===== src/rtl/game_event_bridge.sv =====
// -----------------------------------------------------------------------------
// game_event_bridge
//
// Bridges game-logic events into the processor register file.
//
//  * Points channel: line-clear events are queued in a 4-deep FIFO of 3-bit
//    point values. A small FSM presents the FIFO head on addPoints with the
//    register-29 write strobe (fromGame[0]). It pops once the register file
//    accepts the write, then waits for the processor to echo the sequence
//    number in proc_reg2[7:0] before it posts the next value.
//  * Rotate channel: rotate requests set a pending flag that drives the
//    register-27 write strobe (fromGame[1]) and rotate=1 until the write is
//    accepted. Requests that arrive while one is pending merge into it.
//  * Status mirrors: blockType latches piece_type on piece_spawn. score and
//    next_piece are one-cycle registered copies of processor registers.
//
// Ports
//   clock            in   1   system clock, rising edge
//   ctrl_reset       in   1   asynchronous active-high clear of all state
//   cpu_write_busy   in   1   regfile ignores game writes while high
//   line_clear_valid in   1   pulse: lines were cleared
//   lines_cleared    in   3   lines cleared (0 ignored, 5..7 clamp to 4)
//   rotate_req       in   1   pulse: player rotate request
//   piece_spawn      in   1   pulse: new piece spawned
//   piece_type       in   4   type of the spawned piece
//   proc_reg1        in  32   processor score register
//   proc_reg2        in  32   [7:0] consumed-points sequence number
//   proc_reg3        in  32   [3:0] next-piece preview
//   addPoints        out  3   points value for register 29
//   blockType        out  4   current piece type for register 28
//   rotate           out  1   rotate value for register 27
//   fromGame         out  2   write strobes: bit0 reg 29, bit1 reg 27
//   score            out 32   registered proc_reg1
//   next_piece       out  4   registered proc_reg3[3:0]
//   fifo_count       out  3   points FIFO occupancy, 0..4
//   overflow         out  1   sticky: a points event was dropped
// -----------------------------------------------------------------------------
module game_event_bridge (
    input  logic        clock,
    input  logic        ctrl_reset,
    input  logic        cpu_write_busy,
    input  logic        line_clear_valid,
    input  logic [2:0]  lines_cleared,
    input  logic        rotate_req,
    input  logic        piece_spawn,
    input  logic [3:0]  piece_type,
    input  logic [31:0] proc_reg1,
    input  logic [31:0] proc_reg2,
    input  logic [31:0] proc_reg3,
    output logic [2:0]  addPoints,
    output logic [3:0]  blockType,
    output logic        rotate,
    output logic [1:0]  fromGame,
    output logic [31:0] score,
    output logic [3:0]  next_piece,
    output logic [2:0]  fifo_count,
    output logic        overflow
);

    localparam int FIFO_DEPTH = 4;

    typedef enum logic [1:0] {
        P_IDLE = 2'd0,
        P_POST = 2'd1,
        P_WAIT = 2'd2
    } p_state_t;

    // Four lines is the largest real clear, so larger codes saturate there.
    function automatic logic [2:0] clamp_points(input logic [2:0] lines);
        if (lines > 3'd4) begin
            return 3'd4;
        end
        return lines;
    endfunction

    // Points FIFO state
    logic [2:0] fifo_mem_q [FIFO_DEPTH];
    logic [2:0] fifo_mem_d [FIFO_DEPTH];
    logic [1:0] wr_ptr_q, wr_ptr_d;
    logic [1:0] rd_ptr_q, rd_ptr_d;
    logic [2:0] fifo_count_q, fifo_count_d;
    logic       overflow_q, overflow_d;

    // Points handshake FSM state
    p_state_t   p_state_q, p_state_d;
    logic [7:0] post_seq_q, post_seq_d;

    // Rotate channel and status mirrors
    logic        rot_pending_q, rot_pending_d;
    logic [3:0]  block_type_q, block_type_d;
    logic [31:0] score_q, score_d;
    logic [3:0]  next_piece_q, next_piece_d;

    // Internal strobes
    logic       push_req;
    logic       push_ok;
    logic       push_drop;
    logic       pop;
    logic       fifo_full;
    logic [2:0] push_val;
    logic [2:0] fifo_head;

    // Only the low bytes/nibbles of these registers carry bridge data.
    logic unused_reg_bits;
    assign unused_reg_bits = ^{proc_reg2[31:8], proc_reg3[31:4]};

    assign fifo_head = fifo_mem_q[rd_ptr_q];
    assign fifo_full = (fifo_count_q == 3'(FIFO_DEPTH));
    assign push_req  = line_clear_valid && (lines_cleared != 3'd0);
    assign push_val  = clamp_points(lines_cleared);

    // A post is consumed on any P_POST cycle where the regfile is free.
    assign pop       = (p_state_q == P_POST) && !cpu_write_busy;

    // When full, a same-cycle pop frees the head slot. The write then lands
    // in that slot (wr_ptr == rd_ptr) after the head has been presented.
    assign push_ok   = push_req && (!fifo_full || pop);
    assign push_drop = push_req && fifo_full && !pop;

    // FIFO next-state
    always_comb begin
        fifo_mem_d = fifo_mem_q;
        if (push_ok) begin
            fifo_mem_d[wr_ptr_q] = push_val;
        end
        wr_ptr_d   = wr_ptr_q + {1'b0, push_ok};
        rd_ptr_d   = rd_ptr_q + {1'b0, pop};
        case ({push_ok, pop})
            2'b10:   fifo_count_d = fifo_count_q + 3'd1;
            2'b01:   fifo_count_d = fifo_count_q - 3'd1;
            default: fifo_count_d = fifo_count_q;
        endcase
        overflow_d = overflow_q | push_drop;
    end

    // Points FSM next-state
    always_comb begin
        p_state_d  = p_state_q;
        post_seq_d = post_seq_q;
        case (p_state_q)
            P_IDLE: begin
                if (fifo_count_q != 3'd0) begin
                    p_state_d = P_POST;
                end
            end
            P_POST: begin
                if (!cpu_write_busy) begin
                    p_state_d  = P_WAIT;
                    post_seq_d = post_seq_q + 8'd1;
                end
            end
            P_WAIT: begin
                // The processor echoes the sequence number once it has
                // consumed the points; there is deliberately no timeout.
                if (proc_reg2[7:0] == post_seq_q) begin
                    p_state_d = P_IDLE;
                end
            end
            default: p_state_d = P_IDLE;
        endcase
    end

    // Rotate channel and status mirrors next-state
    always_comb begin
        // A new request in the clearing cycle keeps the flag set.
        rot_pending_d = rotate_req | (rot_pending_q & cpu_write_busy);
        block_type_d  = piece_spawn ? piece_type : block_type_q;
        score_d       = proc_reg1;
        next_piece_d  = proc_reg3[3:0];
    end

    always_ff @(posedge clock or posedge ctrl_reset) begin
        if (ctrl_reset) begin
            for (int i = 0; i < FIFO_DEPTH; i++) begin
                fifo_mem_q[i] <= 3'd0;
            end
            wr_ptr_q      <= 2'd0;
            rd_ptr_q      <= 2'd0;
            fifo_count_q  <= 3'd0;
            overflow_q    <= 1'b0;
            p_state_q     <= P_IDLE;
            post_seq_q    <= 8'd0;
            rot_pending_q <= 1'b0;
            block_type_q  <= 4'd0;
            score_q       <= 32'd0;
            next_piece_q  <= 4'd0;
        end else begin
            fifo_mem_q    <= fifo_mem_d;
            wr_ptr_q      <= wr_ptr_d;
            rd_ptr_q      <= rd_ptr_d;
            fifo_count_q  <= fifo_count_d;
            overflow_q    <= overflow_d;
            p_state_q     <= p_state_d;
            post_seq_q    <= post_seq_d;
            rot_pending_q <= rot_pending_d;
            block_type_q  <= block_type_d;
            score_q       <= score_d;
            next_piece_q  <= next_piece_d;
        end
    end

    // Outputs decode straight from flops, so reset clears them at once.
    assign fromGame   = {rot_pending_q, (p_state_q == P_POST)};
    assign addPoints  = (p_state_q == P_POST) ? fifo_head : 3'd0;
    assign rotate     = rot_pending_q;
    assign blockType  = block_type_q;
    assign score      = score_q;
    assign next_piece = next_piece_q;
    assign fifo_count = fifo_count_q;
    assign overflow   = overflow_q;

endmodule


===== config.mk =====
export PLATFORM = sky130hd
export DESIGN_NAME = game_event_bridge
export DESIGN_NICKNAME = d
export VERILOG_FILES = /design/src/rtl/game_event_bridge.sv
export SDC_FILE = /design/constraint.sdc
export NUM_CORES = 1
export LEC_CHECK = 0
export ABC_AREA = 1
export BUFFER_PORTS_ARGS = -buffer_cell sky130_fd_sc_hd__buf_2
export CELL_PAD_IN_SITES_DETAIL_PLACEMENT = 2
export CELL_PAD_IN_SITES_GLOBAL_PLACEMENT = 2
export CORE_MARGIN = 1.5
export CORE_UTILIZATION = 25
export DETAILED_ROUTE_END_ITERATION = 10
export GPL_TIMING_DRIVEN = 0
export PLACE_DENSITY = 0.85
export SETUP_SLACK_MARGIN = 0.02
export SLEW_MARGIN = 20
export SYNTH_ARGS = -nofsm -noshare
export SYNTH_HDL_FRONTEND = slang
export SYNTH_SLANG_ARGS = --single-unit

===== constraint.sdc =====
create_clock -name clock -period 2.8 [get_ports clock]
set_clock_uncertainty 0.2 [all_clocks]
set_input_delay 0.42 -clock clock [delete_from_list [all_inputs] [get_ports clock]]
set_output_delay 0.42 -clock clock [all_outputs]
set_load 0.01 [all_outputs]

Word-level counts from Yosys, hierarchy flattened
Index checks and enable logic that the tools add are counted.

Bits in registers: 71. Input bits: 109. Output and inout bits: 50. Word-level logic and storage cells: 69.

Add/subtract/negate cells: 5. Magnitude comparators: 4. Equality and inequality tests: 9. Mux-type cells: 15. Bitwise gates (word level): 6. Reductions and logical operators: 16.

Operators with widths (count): two-way mux 3 bit (6); bitwise mux 12 bit (1); adder 8 x 1 -> 8 bit (second input constant) (1); equality test 8 bit (1); binary-select mux 3 bit (select 2 bit) (1); demux 3 bit (select 2 bit) (1); >= comparator 3 bit (second input constant) (2); logical AND 1 bit (6); two-way mux 2 bit (3); != test 2 bit (second input constant) (3); inverter 2 -> 3 bit (2); one-hot mux 2 bit (3 select lines) (1); one-hot mux 3 bit (2 select lines) (1); nonzero test 3 bit (2); adder 2 x 1 -> 2 bit (2); equality test 2 x 1 -> 1 bit (second input constant) (2); equality test 2 bit (second input constant) (2); adder 3 x 1 -> 3 bit (second input constant) (1); equality test 3 bit (second input constant) (1); > comparator 3 bit (second input constant) (1); logical NOT 1 bit (3); less-than comparator 3 x 1 -> 1 bit (second input constant) (1); AND reduction 3 bit (1); subtractor 3 x 1 -> 3 bit (second input constant) (1); 8 further kinds (9).

Longest topological paths before layout
Gate-level depths: netlist (run 1).

Word-level depth: 6. Gate-level depth with buffers: 11. Depth with buffers taken out: 11.

Worst setup path before layout (run 1)
No wires, ideal clock.

Path type: flip-flop to flip-flop. Start point: reg fifo_count_q[0] (netlist: fifo_count[0]). End point: reg fifo_count_q[2] (netlist: fifo_count[2]). Setup time: 0.131 ns. Arrival time: 1.849 ns. Data required time: 2.469 ns. Setup slack: 0.620 ns. Cell stages (with the launch flop): 12. Buffers on the path: 0. Period minus slack after synthesis: 2.180 ns. Cells stage by stage: dfrtp_1 inv_1 nand2_1 nor2_4 nand2_8 nand2_1 ha_1 inv_1 fa_1 a21oi_1 o21ai_0 xor2_1.

Cells in the longest elaborated chain, start to end: 6. Elaborated cells between the ends (all ways): 10. Classes of those cells: add/sub: 2; eq/ne: 3; mux: 1; reduce/logical: 4.

RTL lines: start, declared (RTL line 81) `logic [2:0] fifo_count_q, fifo_count_d;`; start signal, assigned (RTL line 191) `fifo_count_q <= fifo_count_d;`; equality test 3 bit (RTL line 108) `assign fifo_full = (fifo_count_q == 3'(FIFO_DEPTH));`; logical NOT 1 bit (RTL line 117) `assign push_ok = push_req && (!fifo_full || pop);`; logical OR 1 bit (RTL line 117); logical AND 1 bit (RTL line 117); equality test 2 x 1 -> 1 bit or equality test 2 bit (tied branches) (RTL line 128) `case ({push_ok, pop})`; one-hot mux 3 bit (2 select lines) or nonzero test 2 bit (tied branches).

Parallel ways exist; a longest one is shown, timed or not. A chain may end at the register's enable or synchronous reset.

Final worst setup path (run 1)
Same ends and word-level chain as after synthesis.

==> flow_summary.ini, run 1 <==
[status]
status = finished clean

[cells_and_area]
final.fill_count = 1177
syn_to_final_growth_pct = 46.47
fin_cells = 547
design_area_um2 = 4023
nets = 515
drive_gt1_frac = 0.3531

[sta]
slew_viol_final = 0
finalHoldViolations = 0
worst_pin_slew_ns = 0.4902
setup_viol = 0
layout_min_cycle_time_ns = 2.325
grt_setup_unrepaired = false
fmax_mhz = 430.2
setup_ws_ns = 0.4752
timing.hold.ws_ns = 0.06794
relSlewSlack = 0.6698
min_period_over_period = 0.8303

[synth]
synth.top_cells.by_count = dfrtp_1 (71), nand2_1 (57), inv_1 (27)
synth_area_um2 = 2746
dominantRegCellSynth = dfrtp_1
yosysWarnings = 0
synth_edf_count = 0
netlist_top_cells_area = dfrtp_1 (65%), nand2_1 (7.8%), inv_1 (3.7%)
ys_async_sr_fraction = 1.000
avgSynthCellArea_um2 = 11.16
synthDominantCellAreaShare = 0.6469
synth-seq-area-share = 0.6469
ys_ff_latch = 71
netlist_instances = 246
synth_cell_types = 27
syn-num-nets = 360
synth_top_cell_by_area = dfrtp_1
yosysMostFrequentCell = dfrtp_1

[floorplanning]
fp.coreArea_um2 = 10790
fp.dieW_um = 107.8
start_util = 0.2545
rows = 38
die_h_um = 107.8
die_area_um2 = 11620
pin_count = 159

[power_and_ir_drop]
ir_worst_vdd_v = 0.0002382
leakagePower_nw = 2.044
p_int_mw = 2.026
power_frac_comb = 0.319
p_switching_mw = 1.188
p_seq_frac = 0.450
switching_share = 0.3696
p_clk_frac = 0.231
powerDensity_nw_per_um2 = 798.9

[worst_setup_path]
crit_type = reg -> reg
regToRegSetupSlack_ns = 0.48
crit_required_ns = 2.82
reg2regPathDepth = 11
r2r-end = fifo_count[2]$_DFFE_PP0P_
startpoint_type = register
rr_startpoint = fifo_count[0]$_DFFE_PP0P_
crit_arrival_ns = 2.35
cpPeakStageDelay_ns = 0.41
worst_path_max_delay_cell = dfrtp_1
crit_path_end_kind = register
critPathMaxFanout = 5
cp_cell_sequence = inv_1 > nand2_1 > nor2_4 > nand2_8 > nand2_1 > ha_1 > inv_1 > fa_1 > a21oi_1 > o21ai_0 > xor2_1

[min_path]
hp-class = in -> reg
min_to = rotate$_DFF_PP0_
whs_path_depth = 2
min-delay-start = rotate_req

[placement]
dp_cells = 493
portBuffers = 106
place_ws_ns = 0.3835
dpl_cell_area_um2 = 3475
dp_hpwl_um = 5718
place_congestion = 0.7351

[clock_network]
cts.path.max_buffers = 2
post_cts_buffers = 0
cts.sinks = 71
clockRootBuffer = clkbuf_8
clock_latency_ns = 0.34
clk_pin_slew_ns = 0.08
tritoncts = built
cts_htree_levels = 3
cts-buffers-inserted = 9

[routing]
wl_per_cell_um = 15.03
dr.first_iter.drc_count = 18
drc_errors = 0
routed_wirelength_um = 8222
drt_first_pass_iters = 4
vias_per_cell = 4.148
num_vias = 2269
final_antenna_net_count = 0

[grt]
overflow = 0
grt_pass1_wl_um = 13390
antenna_found_initial = 2
grt_max_degree = 37
grt_pass1_vias = 2758
grt_util_all_layers = 0.1538

[flow_run]
drv_cap = 0
-- cells by family (layout without fill, tap and decap cells) --
family,count (synthesis),in the layout,synth area share
compound gates,32,32,0.06606
xor+xnor,12,12,0.03827
fa+ha+maj,5,5,0.02551
buf+inv,31,190,0.04374
flops,71,71,0.6469
mux,4,4,0.01640
other cells,0,2,0
simple gates,91,91,0.1631
-- sequential cells by signal, summed over array words and instances, names as in the netlist --
name,count
overflow,1
rotate,1
next_piece,4
score,32
post_seq_q,8
p_state_q,2
blockType,4
fifo_mem_q,12
fifo_count,3
rd_ptr_q,2
wr_ptr_q,2
-- cell usage in the layout, fill, tap and decap left out --
cell and instances:
fa_1 1, nand2_4 1, buf_12 1, ha_1 4
mux2_2 4, a21oi_1 4, nor2_1 22, o21ai_0 11
o21ai_1 13, inv_4 1, xor2_1 7, dfrtp_1 71
clkinvlp_4 1, buf_4 1, nand4_1 1, a31o_2 1
nand2_2 1, inv_1 26, dlygate4sd3_1 37, xnor2_1 5
nand2_8 1, nor2_8 1, inv_2 3, clkinv_2 2
nand3_1 1, a21o_1 1, nand2_1 57, nor2_4 2
nand3b_4 2, nand3_2 2, a21boi_4 1, buf_2 106
diode_2 2, clkbuf_8 10, o22ai_1 1, clkinv_4 2
-- repair_timing --
action,4_1_cts,5_1_grt
hold buffers,37,0
hold endpoints to repair,71,0
resized for setup,0,0
-- power groups by stage --
stage	clock network, mW	registers [mW]	logic (mW)
6_report	0.742	1.45	1.03
5_1_grt	0.808	1.48	1.18
3_5_place_dp	0	1.47	1.00
4_1_cts	0.769	1.45	1.05
3_3_place_gp	0	1.45	0.924
2_1_floorplan	0	1.45	0.653
-- critical path, delay by kind of cell, from the launching register on --
kind            cells  cell delay (ns)
simple gates        4             0.45
fa+ha+maj           2             0.54
compound gates      2             0.26
flops               1             0.41
buf+inv             2             0.18
xor+xnor            1             0.16
-- through the flow --
stage | power [mW] | util | TNS (ns)
5_1_grt | 3.468 | 0.3727 | 0
3_3_place_gp | 2.378 | 0.3198 | -34.94
2_1_floorplan | 2.104 | - | 0
3_5_place_dp | 2.475 | 0.3219 | 0
6_report | 3.214 | 0.3727 | 0
4_1_cts | 3.275 | 0.3722 | 0
-- per-layer routing --
metal / share of wire / up-vias / wire (µm) / global-route usage
met1: 0.35 / 1118 / 2849 / 0.1435
met2: 0.59 / 68 / 4876 / 0.3112
met3: 0.050 / 6 / 415 / 0.04237
met5: 0 / - / 0 / 0
li1: - / 1077 / - / -
met4: 0.0097 / 0 / 80 / 0.05733
-- worst max path at each step --
stage / from / to / slack [ns]
after detailed placement: lines_cleared[0] / fifo_count[2]$_DFFE_PP0P_ / 0.38
after CTS: fifo_count[0]$_DFFE_PP0P_ / fifo_count[2]$_DFFE_PP0P_ / 0.45
after global placement: ctrl_reset / rotate$_DFF_PP0_ / -0.50
after floorplan: ctrl_reset / blockType[0]$_DFFE_PP0P_ / 0.38
after global routing: fifo_count[0]$_DFFE_PP0P_ / fifo_count[2]$_DFFE_PP0P_ / 0.29
final: fifo_count[0]$_DFFE_PP0P_ / fifo_count[2]$_DFFE_PP0P_ / 0.48
-- cell type report --
| cell class | count | area, µm² | area share |
|---|---|---|---|
| antenna | 2 | 5.005 | 0.001244 |
| buffer | 1 | 7.507 | 0.001866 |
| clock buffer | 10 | 137.6 | 0.03421 |
| clock inverter | 5 | 35.03 | 0.008709 |
| inverter | 30 | 115.1 | 0.02862 |
| multi-input combinational | 144 | 849.6 | 0.2112 |
| sequential | 71 | 1777 | 0.4417 |
| tap | 140 | 175.2 | 0.04355 |
| timing repair buffer | 144 | 920.9 | 0.2289 |
Note: power is estimated with default switching activity, not from simulation.
==> run 2: changes to the inputs <==
==> constraint.sdc (replaced) <==
create_clock -name clock -period 2.4 [get_ports clock]
set_clock_uncertainty 0.2 [all_clocks]
set_input_delay 0.36 -clock clock [delete_from_list [all_inputs] [get_ports clock]]
set_output_delay 0.36 -clock clock [all_outputs]
set_load 0.01 [all_outputs]
==> run 2 against run 1 <==
Against the previous run: sequential cell count is the same; non-clock buffer count grew 2; worst hold slack lost 0.030 ns; combinational power grew 18%; clock power grew 17%; power grew 18%; via count grew 0.35%; core utilization grew 0.21 points; routed wire length is essentially flat; global-route usage is the same; critical endpoint unchanged; highest routed layer unchanged.
==> flow_summary.ini, run 2 (same netlist as run 1, synthesis figures left out) <==
[status]
status = finished clean

[sta]
slew_viol_final = 0
relSlewSlack = 0.6698
fmax_mhz = 454.4
finalHoldViolations = 0
worst_pin_slew_ns = 0.4902
layout_min_cycle_time_ns = 2.201
grt_setup_unrepaired = false
setup_viol = 0
min_period_over_period = 0.9169
tns_ns = 0
timing.hold.ws_ns = 0.03758

[grt]
grt_max_degree = 37
grt_pass1_wl_um = 13390
overflow = 0
grt_util_all_layers = 0.1538
antenna_found_initial = 2
grt_pass1_vias = 2758

[cells_and_area]
nets = 517
fin_cells = 549
final_cell_mix = buf_2 (106), dfrtp_1 (71), nand2_1 (56)
final.fill_count = 1174
final_common_cell = buf_2
post-route-util = 0.3748
largest_reg_flops = 32
drive_gt1_frac = 0.3636
syn_to_final_growth_pct = 47.29

[worst_setup_path]
crit_required_ns = 2.43
startpoint_type = register
reg2regPathDepth = 11
crit_path_end_kind = register
crit_type = reg -> reg
critPathMaxFanout = 5
regToRegSetupSlack_ns = 0.20
crit_arrival_ns = 2.23

[placement]
portBuffers = 106
dp_cells = 493
place_congestion = 0.7351
dp_hpwl_um = 5718

[min_path]
hp-class = in -> reg
whs_path_depth = 2

[floorplanning]
rows = 38
fp.dieW_um = 107.8
die_area_um2 = 11620
pin_count = 159
start_util = 0.2545
die_h_um = 107.8
fp.coreArea_um2 = 10790

[power_and_ir_drop]
report.power.total_mw = 3.777
p_int_mw = 2.382
p_seq_frac = 0.447
p_clk_frac = 0.229
leakagePower_nw = 2.051
power_frac_comb = 0.324
p_switching_mw = 1.395
ir_worst_vdd_v = 0.0002779
powerDensity_nw_per_um2 = 933.8
switching_share = 0.3694

[routing]
wl_per_cell_um = 14.96
final_antenna_net_count = 0
drt_first_pass_iters = 4
dr.first_iter.drc_count = 16
routed_wirelength_um = 8215
vias_per_cell = 4.148
drc_errors = 0
num_vias = 2277

[clock_network]
cts.path.max_buffers = 2
clk_pin_slew_ns = 0.08
cts-buffers-inserted = 9
tritoncts = built
cts_htree_levels = 3
cts.sinks = 71
clockRootBuffer = clkbuf_8
clock_latency_ns = 0.34

[flow_run]
drv_cap = 0
-- run 2: cell types whose count changed in the layout (fill, tap and decap cells not counted), sizes merged --
cell / previous run / this run
dlygate4sd3: 37 / 38
buf: 108 / 109
-- run 2: path summary, 6_finish.rpt --
check / startpoint / to
hold reg to reg: fifo_mem_q[6]$_DFFE_PP0P_ / fifo_mem_q[6]$_DFFE_PP0P_
setup / recovery: fifo_count[1]$_DFFE_PP0P_ / fifo_count[2]$_DFFE_PP0P_
max in group asynchronous: ctrl_reset / rd_ptr_q[0]$_DFF_PP0_
setup reg to reg: fifo_count[1]$_DFFE_PP0P_ / fifo_count[2]$_DFFE_PP0P_
hold / removal: cpu_write_busy / rotate$_DFF_PP0_
min in group asynchronous: ctrl_reset / score[30]$_DFF_PP0_
-- run 2: layout make-up --
class / instances / area [µm²] / share of cell area
Antenna cell: 2 / 5.005 / 0.001237
Buffer: 1 / 7.507 / 0.001856
Clock buffer: 10 / 137.6 / 0.03402
Clock inverter: 5 / 35.03 / 0.008661
Inverter: 30 / 115.1 / 0.02846
Multi-Input combinational cell: 144 / 854.6 / 0.2113
Sequential cell: 71 / 1777 / 0.4392
Tap cell: 140 / 175.2 / 0.04330
Timing Repair Buffer: 146 / 938.4 / 0.2320
-- run 2: routing by layer --
layer  global-route usage  wire (µm)
met4              0.05733         83
met5                    0          0
met3              0.04237        414
met1               0.1435       2847
met2               0.3112       4869
-- run 2: what timing repair did --
action | 4_1_cts | 5_1_grt
resized for setup | 0 | 5
hold buffers | 38 | 0
endpoints found under the setup margin | 0 | 1
buffers inserted | 0 | 1
hold endpoints to repair | 72 | 0
-- run 2: per-stage QoR --
| step | instance area [µm²] | setup slack, ns |
|---|---|---|
| 2_1_floorplan | 2746 | 0.04343 |
| 3_3_place_gp | 3452 | -0.8354 |
| 3_5_place_dp | 3475 | 0.04345 |
| 4_1_cts | 4028 | 0.04764 |
| 5_1_grt | 4045 | 0.06065 |
| 6_report | 4045 | 0.1994 |
-- run 2: power groups by stage --
| stage | clock, mW | combinational (mW) | sequential (mW) |
|---|---|---|---|
| 6_report | 0.866 | 1.22 | 1.69 |
| 5_1_grt | 0.943 | 1.40 | 1.73 |
| 4_1_cts | 0.898 | 1.23 | 1.69 |
| 3_5_place_dp | 0 | 1.17 | 1.72 |
| 3_3_place_gp | 0 | 1.08 | 1.70 |
| 2_1_floorplan | 0 | 0.762 | 1.69 |
-- run 2: worst max-delay path, stage by stage (launching register included) --
cell and delay (ns):
dfrtp_1 0.40, inv_2 0.09, nand2_2 0.08, nor2_4 0.17, nand2_8 0.09, nand2_1 0.09
ha_1 0.15, inv_1 0.08, fa_2 0.35, a21oi_1 0.15, o21ai_1 0.09, xor2_1 0.15
